<file path="src/rtl/dmem_arbiter.sv">
// Two-port data-memory arbiter: port 0 has priority, and a streak limit stops port 1 from starving.
// Latency: grant and memory controls are combinational; read data returns the cycle after its grant.
// Backpressure: a requester holds its request until gnt; a losing request waits, and a dropped one is not served.
module dmem_arbiter #(
    parameter int ADDR_W     = 18,
    parameter int MAX_STREAK = 4
) (
    input  logic              clk,
    input  logic              rst,

    input  logic              p0_req,
    input  logic              p0_we,
    input  logic [ADDR_W-1:0] p0_addr,
    input  logic [31:0]       p0_wdata,
    input  logic [3:0]        p0_be,
    output logic              p0_gnt,
    output logic              p0_rvalid,
    output logic [31:0]       p0_rdata,

    input  logic              p1_req,
    input  logic              p1_we,
    input  logic [ADDR_W-1:0] p1_addr,
    input  logic [31:0]       p1_wdata,
    input  logic [3:0]        p1_be,
    output logic              p1_gnt,
    output logic              p1_rvalid,
    output logic [31:0]       p1_rdata,

    output logic              mem_write,
    output logic [3:0]        byte_en,
    output logic [ADDR_W-1:0] write_addr,
    output logic [ADDR_W-1:0] read_addr,
    output logic [31:0]       write_data,
    input  logic [31:0]       read_data
);

    localparam logic [3:0] STREAK_MAX = 4'(MAX_STREAK);

    logic [3:0] streak;
    logic       streak_hit;
    logic       rd_pend;
    logic       rd_owner;
    logic       any_gnt;
    logic       win_we;
    logic       rd_issue;

    // Port 1 wins only when it asks alone or port 0 has used up its streak.
    always_comb begin
        streak_hit = (streak >= STREAK_MAX);
        p0_gnt     = 1'b0;
        p1_gnt     = 1'b0;
        if (!rst) begin
            p1_gnt = p1_req && (!p0_req || streak_hit);
            p0_gnt = p0_req && !p1_gnt;
        end
    end

    always_comb begin
        any_gnt    = p0_gnt | p1_gnt;
        write_addr = p1_gnt ? p1_addr  : p0_addr;
        read_addr  = p1_gnt ? p1_addr  : p0_addr;
        write_data = p1_gnt ? p1_wdata : p0_wdata;
        win_we     = p1_gnt ? p1_we    : p0_we;
        mem_write  = any_gnt & win_we;
        byte_en    = mem_write ? (p1_gnt ? p1_be : p0_be) : 4'b0000;
        rd_issue   = any_gnt & ~win_we;
    end

    always_ff @(posedge clk) begin
        if (rst) begin
            streak   <= 4'd0;
            rd_pend  <= 1'b0;
            rd_owner <= 1'b0;
        end else begin
            if (p0_gnt && p1_req)
                streak <= streak_hit ? STREAK_MAX : streak + 4'd1;
            else
                streak <= 4'd0;
            rd_pend <= rd_issue;
            if (rd_issue)
                rd_owner <= p1_gnt;
        end
    end

    // Read data fans out to both ports unqualified; rvalid tells the owner it is theirs.
    assign p0_rvalid = rd_pend & ~rd_owner;
    assign p1_rvalid = rd_pend &  rd_owner;
    assign p0_rdata  = read_data;
    assign p1_rdata  = read_data;

endmodule

</file>
<file path="config.mk">
export PLATFORM = sky130hd
export DESIGN_NAME = dmem_arbiter
export DESIGN_NICKNAME = d
export VERILOG_FILES = /design/src/rtl/dmem_arbiter.sv
export SDC_FILE = /design/constraint.sdc
export NUM_CORES = 1
export LEC_CHECK = 0
export CELL_PAD_IN_SITES_DETAIL_PLACEMENT = 0
export CELL_PAD_IN_SITES_GLOBAL_PLACEMENT = 1
export CORE_MARGIN = 1.5
export CORE_UTILIZATION = 14
export CTS_CLUSTER_SIZE = 30
export DETAILED_ROUTE_END_ITERATION = 7
export HOLD_SLACK_MARGIN = 0.12
export PLACE_DENSITY = 0.93
export SYNTH_ARGS = -nofsm -noshare
export SYNTH_HDL_FRONTEND = slang
export SYNTH_SLANG_ARGS = --single-unit
</file>
<file path="constraint.sdc">
create_clock -name clk -period 5.7 [get_ports clk]
set_input_delay 1.425 -clock clk [delete_from_list [all_inputs] [get_ports clk]]
set_output_delay 1.425 -clock clk [all_outputs]
set_load 0.05 [all_outputs]
</file>
==> results.ini <==
[place]
io_buffer_count = 190
routabilityCongestion = 0.726
post-place-ws_ns = 0.363
hpwl_um = 5220

[synthesis]
ys_top_cells_by_area = buf_4 (37%), mux2_4 (31%), mux2_2 (11%)
synth-xor-area-share_pct = 0
synthFlopType = dfxtp_1
synth.area.mux_share_pct = 41.5
ys_async_sr_fraction_pct = 0
synthAdderAreaFrac_pct = 0.752
synth_commonest_cells = buf_4 (82), mux2_4 (34), mux2_2 (16), dfxtp_1 (6)
synth_top_family_by_area = multiplexers
synth.top_cell.area_share_pct = 37.0
synthSimpleGateAreaFrac_pct = 4.89
synth_cells = 172
synth.distinct_cells = 22
synthesis.area_um2 = 1660
synth_seq_cells = 6
synth_compound_area_share_pct = 3.99
synth-seq-area-share_pct = 7.22
synth_fp_nets = 319
netlist.top_cell.by_area = buf_4
synth_most_common_cell = buf_4
yosys_warnings = 0
syn_area_per_cell_um2 = 9.67
synth_edf_count = 0

[global_route]
track_usage_pct = 8.76
grt_start_max_net_pins = 28
grt_pass1_wl_um = 8710
grt_overflow = 0
antenna_found_initial = 0
grt_pass1_vias = 1643

[timing]
setup_tns_ns = 0
maxSlewHeadroom_pct = 64.4
setup_viol = 0
hold_ws_ns = 0.425
hold_violations = 0
min_period_over_period_pct = 92.7
worst_pin_slew_ns = 0.533
skew_ns = 0.00258
min_period_ns = 5.28
fin_ws_ns = 0.418
fmax_mhz = 189
final-max-slew-violation-count = 0
rsz0062_at_grt = false

[clock_tree]
clkSinkCount = 6
cts_buffers = 3
path_clk_slew_ns = 0.03
h-tree-depth = 1
cts_tree = yes
clk_latency_ns = 0.23
postCtsResizedCells = 0
cts_root_buffer = clkbuf_16
cts_buffer_depth = 2
ctsHoldBuffers = 0
postCtsSetupBuffers = 0

[worst_hold_path]
holdCritPathClass = register to register
holdCritStartpoint = streak[0]

[detailed_routing]
vias = 1560
vias_per_cell = 3.70
routed_wl_um = 6000
drc = 18
ant_nets = 0
firstDrtPassIters = 8
wl_per_cell_um = 14.2
drtIter0Drc = 52

[pwr]
cellPowerDensity_nw_per_um2 = 168
irDropWorstVdd_v = 0.000166
leakagePower_uw = 0.00123

[floorplan]
die-area_um2 = 12500
die_w_um = 112
num_rows = 39
core_um2 = 11500
ios = 287
initial_core_util_pct = 14.4
die_h_um = 112

[critical_path]
crit_arrival_ns = 3.86
startpoint = rst
reg2reg_slack_ns = 4.67
cp-end-kind = output port
reg2reg_to = rd_pend
crit_path_start_kind = primary input
crit_end = write_data[14]
crit_type = primary input to output port
cp_max_fo = 27
r2r_start = streak[2]
r2r_cells = 3
critPathRequiredTime_ns = 4.28

[job]
drv_cap = 0

[status]
violations = DRC
status = complete, but fails checks

[finish]
layout-drive-gt1-share_pct = 21.1
layout.nets = 428
n_antenna_cell = 0
area_growth_syn_to_layout_pct = 90.4
post-route-util_pct = 27.5

## per-layer routing
layer | vias to the layer above | wire length (um) | part of all wire, % | track usage (%)
met5 | - | 0 | 0 | 0
met4 | 0 | 65 | 1.1 | 2.28
met3 | 7 | 990 | 17 | 4.84
met2 | 167 | 3010 | 50 | 16.2
met1 | 673 | 1930 | 32 | 8.46
li1 | 713 | - | - | -
## power breakdown
| part | total (uW) | switching [uW] | internal (uW) |
|---|---|---|---|
| logic | 373 | 199 | 174 |
| registers | 44.8 | 0.882 | 43.9 |
| clock network | 116 | 25.4 | 90.2 |
## sequential cells by signal, indices dropped and copies added, names as in the netlist
name / count
rd_owner: 1
streak: 4
rd_pend: 1
## worst min path at each step
stage / to / slack (ns) / cells past startpoint
2_1_floorplan: streak[0] / 0.40 / 1
3_3_place_gp: streak[0] / 0.41 / 1
3_5_place_dp: streak[0] / 0.42 / 1
4_1_cts: streak[0] / 0.42 / 1
5_1_grt: streak[0] / 0.45 / 1
6_report: streak[0] / 0.42 / 1
## critical path: stages
cell	delay [ns]
clkdlybuf4s50_1	0.45
and3b_4	0.63
buf_4	0.30
mux2_4	0.32
clkdlybuf4s50_1	0.71
## through the flow
stage	power, uW	instances	area [um2]
after floorplan	394	172	1660
after CTS	539	422	3170
after global placement	417	419	3090
after detailed placement	420	419	3090
after global routing	551	422	3170
final	533	422	3170
## cell type report
cell class / instances / area (um2)
tap: 143 / 179
fill: 1204 / 8350
timing repair buffer: 192 / 1920
clock buffer: 3 / 75.1
multi-input combinational: 75 / 858
inverter: 3 / 11.3
sequential: 6 / 120
## placed cells by master, fill, tap and decap left out
cell               n
a2bb2oi_1          1
a32o_1             4
buf_4              4
nor2_1             5
mux2_2            16
dfxtp_1            6
and2_1             1
a21o_1             1
or3b_1             1
and3b_4            1
nand2b_1           1
inv_1              3
mux2_4            34
buf_12             1
clkdlybuf4s50_1  187
o21ai_0            2
nand3_1            2
conb_1             1
clkbuf_16          3
ha_1               1
nor2b_1            2
and3_1             1
nand2_1            1
## cells by family (layout without fill, tap and decap cells)
| logic type | count (synthesis) | after routing |
|---|---|---|
| multiplexers | 50 | 50 |
| flip-flops | 6 | 6 |
| buffers and inverters | 91 | 198 |
| AO/OA/AOI/OAI | 8 | 8 |
| AND/OR/NAND/NOR | 15 | 15 |
| other | 1 | 1 |
| adder cells (fa/ha/maj) | 1 | 1 |
Power figures use the tool's default switching activity.
